--- src/rtl/spw_rx_char_decoder.sv ---
// SpaceWire receive character decoder: hunts for the first NULL, then checks odd
// parity and turns each character into one-cycle data/control/time-code strobes.
module spw_rx_char_decoder (
    input  logic       negedge_clk,
    input  logic       rx_reset,
    input  logic       rx_din,
    input  logic       rx_din_valid,
    output logic [7:0] rx_data,
    output logic       rx_data_valid,
    output logic [7:0] rx_timecode,
    output logic       rx_tick,
    output logic       rx_fct,
    output logic       rx_eop,
    output logic       rx_eep,
    output logic       rx_null,
    output logic       rx_null_seen,
    output logic       rx_parity_error,
    output logic       rx_esc_error
);

    typedef enum logic [2:0] {
        HUNT,
        PARITY,
        FLAG,
        CTRL,
        DATA
    } state_t;

    // ESC flag+payload, FCT parity, FCT flag+payload, oldest bit in the MSB
    localparam logic [6:0] SYNC_PAT = 7'b1110100;

    state_t     state_q;
    logic [6:0] sr_q;
    logic       acc_q;
    logic       par_q;
    logic       esc_pending_q;
    logic [2:0] cnt_q;
    logic       ctrl_first_q;
    logic [7:0] shift_q;

    logic [7:0] rx_data_q;
    logic [7:0] rx_timecode_q;
    logic       data_valid_q;
    logic       tick_q;
    logic       fct_q;
    logic       eop_q;
    logic       eep_q;
    logic       null_q;
    logic       null_seen_q;
    logic       parity_error_q;
    logic       esc_error_q;

    logic [6:0] sr_d;
    logic [7:0] shift_d;
    logic       acc_d;

    assign sr_d    = {sr_q[5:0], rx_din};
    assign shift_d = {rx_din, shift_q[7:1]};
    assign acc_d   = acc_q ^ rx_din;

    function automatic logic parity_ok(input logic p, input logic f, input logic acc);
        return (p ^ f ^ acc) == 1'b1;
    endfunction

    always_ff @(posedge negedge_clk) begin
        if (rx_reset) begin
            state_q        <= HUNT;
            sr_q           <= '0;
            acc_q          <= 1'b0;
            par_q          <= 1'b0;
            esc_pending_q  <= 1'b0;
            cnt_q          <= '0;
            ctrl_first_q   <= 1'b0;
            shift_q        <= '0;
            rx_data_q      <= '0;
            rx_timecode_q  <= '0;
            data_valid_q   <= 1'b0;
            tick_q         <= 1'b0;
            fct_q          <= 1'b0;
            eop_q          <= 1'b0;
            eep_q          <= 1'b0;
            null_q         <= 1'b0;
            null_seen_q    <= 1'b0;
            parity_error_q <= 1'b0;
            esc_error_q    <= 1'b0;
        end else begin
            data_valid_q   <= 1'b0;
            tick_q         <= 1'b0;
            fct_q          <= 1'b0;
            eop_q          <= 1'b0;
            eep_q          <= 1'b0;
            null_q         <= 1'b0;
            parity_error_q <= 1'b0;
            esc_error_q    <= 1'b0;
            if (rx_din_valid) begin
                case (state_q)
                    HUNT: begin
                        sr_q <= sr_d;
                        if (sr_d == SYNC_PAT) begin
                            null_q      <= 1'b1;
                            null_seen_q <= 1'b1;
                            acc_q       <= 1'b0;
                            state_q     <= PARITY;
                        end
                    end
                    PARITY: begin
                        par_q   <= rx_din;
                        state_q <= FLAG;
                    end
                    FLAG: begin
                        if (!parity_ok(par_q, rx_din, acc_q)) begin
                            parity_error_q <= 1'b1;
                            null_seen_q    <= 1'b0;
                            esc_pending_q  <= 1'b0;
                            sr_q           <= '0;
                            state_q        <= HUNT;
                        end else begin
                            acc_q   <= 1'b0;
                            cnt_q   <= '0;
                            state_q <= rx_din ? CTRL : DATA;
                        end
                    end
                    CTRL: begin
                        acc_q <= acc_d;
                        if (cnt_q == 3'd0) begin
                            ctrl_first_q <= rx_din;
                            cnt_q        <= 3'd1;
                        end else begin
                            state_q <= PARITY;
                            // Codes are in wire order: FCT=0,0 EOP=0,1 EEP=1,0 ESC=1,1
                            if (!esc_pending_q) begin
                                case ({ctrl_first_q, rx_din})
                                    2'b00:   fct_q         <= 1'b1;
                                    2'b01:   eop_q         <= 1'b1;
                                    2'b10:   eep_q         <= 1'b1;
                                    default: esc_pending_q <= 1'b1;
                                endcase
                            end else begin
                                esc_pending_q <= 1'b0;
                                if ({ctrl_first_q, rx_din} == 2'b00) begin
                                    null_q <= 1'b1;
                                end else begin
                                    esc_error_q <= 1'b1;
                                    null_seen_q <= 1'b0;
                                    sr_q        <= '0;
                                    state_q     <= HUNT;
                                end
                            end
                        end
                    end
                    DATA: begin
                        acc_q   <= acc_d;
                        shift_q <= shift_d;
                        cnt_q   <= cnt_q + 3'd1;
                        if (cnt_q == 3'd7) begin
                            state_q       <= PARITY;
                            esc_pending_q <= 1'b0;
                            if (esc_pending_q) begin
                                rx_timecode_q <= shift_d;
                                tick_q        <= 1'b1;
                            end else begin
                                rx_data_q    <= shift_d;
                                data_valid_q <= 1'b1;
                            end
                        end
                    end
                    default: state_q <= HUNT;
                endcase
            end
        end
    end

    assign rx_data         = rx_data_q;
    assign rx_data_valid   = data_valid_q;
    assign rx_timecode     = rx_timecode_q;
    assign rx_tick         = tick_q;
    assign rx_fct          = fct_q;
    assign rx_eop          = eop_q;
    assign rx_eep          = eep_q;
    assign rx_null         = null_q;
    assign rx_null_seen    = null_seen_q;
    assign rx_parity_error = parity_error_q;
    assign rx_esc_error    = esc_error_q;

endmodule

--- config.mk ---
export PLATFORM = sky130hd
export DESIGN_NAME = spw_rx_char_decoder
export DESIGN_NICKNAME = d
export VERILOG_FILES = /design/src/rtl/spw_rx_char_decoder.sv
export SDC_FILE = /design/constraint.sdc
export NUM_CORES = 1
export LEC_CHECK = 0
export CAP_MARGIN = 20
export CELL_PAD_IN_SITES_DETAIL_PLACEMENT = 0
export CELL_PAD_IN_SITES_GLOBAL_PLACEMENT = 1
export CORE_UTILIZATION = 30
export CTS_CLUSTER_DIAMETER = 200
export DETAILED_ROUTE_END_ITERATION = 10
export PLACE_DENSITY = 0.58
export SYNTH_ARGS = -nofsm -noshare
export SYNTH_HDL_FRONTEND = slang
export SYNTH_SLANG_ARGS = --single-unit
--- constraint.sdc ---
create_clock -name negedge_clk -period 2.7 [get_ports negedge_clk]
set_input_delay 0.405 -clock negedge_clk [delete_from_list [all_inputs] [get_ports negedge_clk]]
set_output_delay 0.405 -clock negedge_clk [all_outputs]
set_load 0.005 [all_outputs]
==> Yosys cells after proc, flatten, opt, wreduce, memory -nomap -nowiden <==
Cells that the tools add are included.
{ "word_totals": {"ff_bits": 49, "in_bits": 4, "output_inout_bits": 25} }
{ "classes": {"n_addsub": 1, "n_eq_ne": 16, "muxes": 41, "bitwise": 9, "reduce_logical": 24} }
{ "op_table": {"columns": ["cell", "count"], "rows": [
  ["6-bit two-way mux", 4],
  ["1-bit two-way mux", 23],
  ["3-bit two-way mux", 7],
  ["4-bit AND reduction", 5],
  ["6-bit case mux with 3 select lines", 1],
  ["2-bit inequality test, second input constant", 8],
  ["3-bit case mux with 5 select lines", 1],
  ["5-bit OR reduction", 2],
  ["1-bit case mux with 3 select lines", 3],
  ["3-bit case mux with 3 select lines", 1],
  ["3-bit nonzero test", 3],
  ["7-bit equality test, second input constant", 1],
  ["7-bit AND reduction", 1],
  ["3-bit by 2-bit equality test with 1-bit output, second input constant", 2],
  ["3-bit equality test, second input constant", 2],
  ["3-bit logical NOT", 2],
  ["1-bit NOT", 6],
  ["6-bit AND reduction", 1],
  ["3-bit OR reduction", 2],
  ["5-bit AND reduction", 1],
  ["2-bit AND reduction", 2],
  ["2-bit OR reduction", 2],
  ["4-bit OR reduction", 1],
  ["3-bit by 1-bit adder with 3-bit output, second input constant", 1],
  ["7 further kinds", 9]
]} }

==> Depth between registers and ports, before layout <==
{ "logic_depth": {"word_depth": 6, "ltp_mapped": 8, "ltp_nobuf": 7} }

==> Worst setup path after synthesis <==
No wires, ideal clock.
{ "synth_path": {"kind": "reg-to-reg", "startpoint": "reg cnt_q[0]", "endpoint": "reg sr_q[0]", "t_arrival_ns": 1.734, "required_ns": 2.579, "path_slack_ns": 0.844, "stages_incl_launch_ff": 9, "synth_period_minus_slack_ns": 1.856, "cell_sequence": "dfxtp_1 inv_1 ha_1 nand2b_1 a21oi_1 or3_1 buf_1 nor2_4 mux2_4"} }
{ "synth_via": {"elab_chain_len": 3} }
{ "synth_lines": {"columns": ["element", "line_no", "text"], "rows": [
  ["start: declaration", "37", "logic [2:0] cnt_q;"],
  ["start signal: assignment", "154", "cnt_q <= cnt_q + 3'd1;"],
  ["3-bit logical NOT", "125", "if (cnt_q == 3'd0) begin"],
  ["2-bit inequality test (no line)", null, null],
  ["6-bit AND reduction (no line)", null, null],
  ["end signal: assignment", "98", "sr_q <= sr_d;"],
  ["end: declaration", "33", "logic [6:0] sr_q;"]
]} }
Every way passes these cells.
A chain may end at the register's enable or synchronous reset.

==> Worst setup path after layout <==
{ "layout_path": {"startpoint": "reg state_q[0]", "endpoint": "reg sr_q[0]"} }
{ "layout_via": {"elab_chain_len": 3, "elab_cells_between_ends": 10} }
{ "layout_lines": {"columns": ["element", "line_no", "text"], "rows": [
  ["start: declaration", "32", "state_t state_q;"],
  ["start signal: assignment", "120", "state_q <= rx_din ? CTRL : DATA;"],
  ["3-bit by 2-bit equality test with 1-bit output / 3-bit logical NOT (equally long branches)", "96", "case (state_q)"],
  ["2-bit inequality test (no line) / 3-bit nonzero test (equally long branches)", null, null],
  ["6-bit AND reduction (no line)", null, null]
]} }
Several ways; a longest one is shown, not always the timed one.

==> results.sh <==
export IMPL_grt_max_degree=37
export IMPL_fin_tns_setup_ps=0
export IMPL_fillers=691
export IMPL_synthesis_area_um2=2140
export IMPL_cp_arrival_ps=2250
export IMPL_worstSetupEndpointType="register"
export IMPL_antenna_found_initial=0
export IMPL_grt_use_met3_pct=2.952
export IMPL_avgViaCountPerCell=4.849
export IMPL_synthMostInstantiatedCell="dfxtp_1"
export IMPL_cts_hold_buf=0
export IMPL_register_area_um2=960.9
export IMPL_initial_core_util_pct=31.32
export IMPL_pwr_share_comb_pct=3.7
export IMPL_overflow=0
export IMPL_synth_seq_cells=48
export IMPL_slew_limit_headroom_pct=56.87
export IMPL_avgSynthCellArea_um2=9.425
export IMPL_cts_inserted_buffers=5
export IMPL_stdcell_count=350
export IMPL_vdd_ir_drop_max_v=0.0002426
export IMPL_rows=30
export IMPL_cts_root_buffer="clkbuf_8"
export IMPL_hold_class="reg -> reg"
export IMPL_p_leak_uw=0.001040
export IMPL_postCtsSetupBuffers=0
export IMPL_min_period_over_period_pct=75.93
export IMPL_cts_clk_slew_worst_paths_ps=100
export IMPL_grtUsageTotal_pct=13.76
export IMPL_p_per_area_nw_per_um2=499.3
export IMPL_p_seq_share_pct=54.1
export IMPL_synth_cells=227
export IMPL_grt_setup_unrepaired="false"
export IMPL_synth_area_leaders="dfxtp_1 45%, mux2i_1 14%, nor2_1 6.5%"
export IMPL_ys_seq_area_share_pct=44.91
export IMPL_synth_cell_types=48
export IMPL_p_sw_uw=283.7
export IMPL_clock_fmax_mhz=487.8
export IMPL_wirelength_mm=4.730
export IMPL_dp_cells=342
export IMPL_synthArstFlopShare_pct=0
export IMPL_die_x_um=86.45
export IMPL_coreArea_um2=6832
export IMPL_multi_input_area_um2=1052
export IMPL_port_buffers=28
export IMPL_syn2layout_area_growth_pct=23.04
export IMPL_period_needed_ps=2050
export IMPL_sw_frac_of_total_pct=21.59
export IMPL_clkPwrFrac_pct=42.2
export IMPL_drt_initial_drc_count=129
export IMPL_synth_top_area_share_pct=44.91
export IMPL_wl_per_cell_um=13.51
export IMPL_yosysWarnings=0
export IMPL_synth_top_cell_by_area="dfxtp_1"
export IMPL_endpoint="sr_q[0]"
export IMPL_cts_tree="yes"
export IMPL_synth_edf_count=0
export IMPL_grt_use_met2_pct=20.06
export IMPL_regToRegEndpoint="sr_q[0]"
export IMPL_finish_instance_area_um2=2633
export IMPL_cp_start_kind="register"
export IMPL_placed_area_um2=2511
export IMPL_max_clock_path_buffers=2
export IMPL_drv_cap=0
export IMPL_drc=0
export IMPL_worst_pin_slew_ps=646.1
export IMPL_status="finished, final reports clean"
export IMPL_ant_nets=0
export IMPL_reg2reg_depth=5
export IMPL_drv_slew=0
export IMPL_n_antenna_cell=0
export IMPL_setup_violations=0
export IMPL_required_ps=2900
export IMPL_regToRegSetupSlack_ps=650
export IMPL_grt_pass1_vias=1522
export IMPL_crit_path_start="state_q[0]"
export IMPL_syn_num_nets=234
export IMPL_dpl_hpwl_mm=3.237
export IMPL_grtUsageMet1_pct=19.82
export IMPL_dieArea_um2=7474
export IMPL_grt_busiest_layer="met2"
export IMPL_insertion_delay_ps=300
export IMPL_worstSetupPathType="reg -> reg"
export IMPL_drive_gt1_share_pct=9.449
export IMPL_via_count=1697
export IMPL_synth_flop_cell="dfxtp_1"
export IMPL_synth_common_cells="48 x dfxtp_1, 37 x nor2_1, 30 x mux2i_1"
export IMPL_boundaryPins=29
export IMPL_die_h_um=86.45
export IMPL_firstDrtPassIters=4
export IMPL_cp_max_fo=19
export IMPL_htreeDepth=2
export IMPL_grt_pass1_wl_mm=7.962
export IMPL_nets=260
export IMPL_reg2reg_from="state_q[0]"
export IMPL_ctsResizeCount=0
export IMPL_hold_violations=0
export IMPL_gp_congestion=0.8231
export IMPL_cts_sinks=48
export IMPL_internal_power_uw=1031
export IMPL_finClkSkew_ps=12.00
worst min path at each step:
stage | start | endpoint | cells past startpoint
after floorplan | sr_q[3] | sr_q[3] | 2
after global placement | sr_q[3] | sr_q[3] | 2
after detailed placement | sr_q[3] | sr_q[3] | 2
after CTS | sr_q[3] | sr_q[3] | 2
after global routing | cnt_q[1] | cnt_q[1] | 2
final | sr_q[3] | sr_q[3] | 2
flip-flops by register name, indices dropped and copies added, names as in the netlist, 3 cells and up:
signal,cells
sr_q,6
cnt_q,3
state_q,3
rx_data,8
rx_timecode,8
shift_q,7
kinds of logic (layout without fill, tap and decap cells):
kind of cell	count (synthesis)	count (layout)	share of synthesized area, %
xor gates and xnor gates	2	2	1.520
buffers and inverters	27	54	5.906
DFF	48	48	44.91
and+or+nand+nor	80	80	19.06
adders and majority gates	3	3	1.755
muxes	31	31	14.74
AOI/OAI and AO/OA	36	36	12.11
critical path, cell delays in order, from the launching register on:
cell       delay (ps)
dfxtp_1           750
nand2b_1          240
a2bb2oi_1         280
a21oi_2           170
nor2_4            190
mux2_4            310
area by class of cell:
class	count	area share, %
clock buffer	6	3.137
clock inverter	2	1.473
inverter	10	1.426
multi-input combinational	152	39.97
sequential	48	36.50
tap	96	4.563
timing repair buffer	36	12.93
layout by cell type (no fill, tap or decap), types with 2 or more instances in the layout:
cell type        Yosys  routed
clkdlybuf4s50_1      0      28
or3_1                2       2
nand3_2              2       2
o31ai_1              3       3
o21ai_0              6       6
nand4_1              2       2
inv_1                9       9
nor3_1               9       9
ha_1                 3       3
nand3_1              4       4
a21oi_1              6       6
nor2b_1              3       3
buf_4                3       8
nand2_1              8       8
dfxtp_1             48      48
clkbuf_8             0       6
nor2_1              37      37
mux2i_1             30      30
a32oi_1              2       2
nor4_1               4       4
o41ai_1              2       2
nand2b_1             3       3
o211ai_1             4       4
metal layers:
metal  share of wire [%]  wire (um)  up-vias
li1                    -          -      859
met1                  52       2452      786
met2                  42       2000       45
met3                 4.1        192        7
met4                 1.8         85        0
met5                   0          0        -
power by group through the flow:
stage	Sequential (uW)	Clock [uW]	Combinational, uW
after floorplan	727	0	33.6
after global placement	727	0	49.8
after detailed placement	727	0	49.0
after CTS	710	566	49.4
after global routing	711	602	53.5
final	710	555	49.1
through the flow:
step | util, % | setup WS [ps] | power [uW] | hold WS (ps)
global placement | 36.76 | 438.9 | 776.8 | 473.2
floorplan | - | 844.4 | 760.2 | 448.2
global route | 38.53 | 529.4 | 1366 | 520.2
finish | 38.53 | 650.0 | 1314 | 488.8
detailed placement | 36.76 | 440.2 | 775.9 | 481.5
CTS | 38.53 | 676.1 | 1326 | 495.4
(Power assumes the default switching activity.)
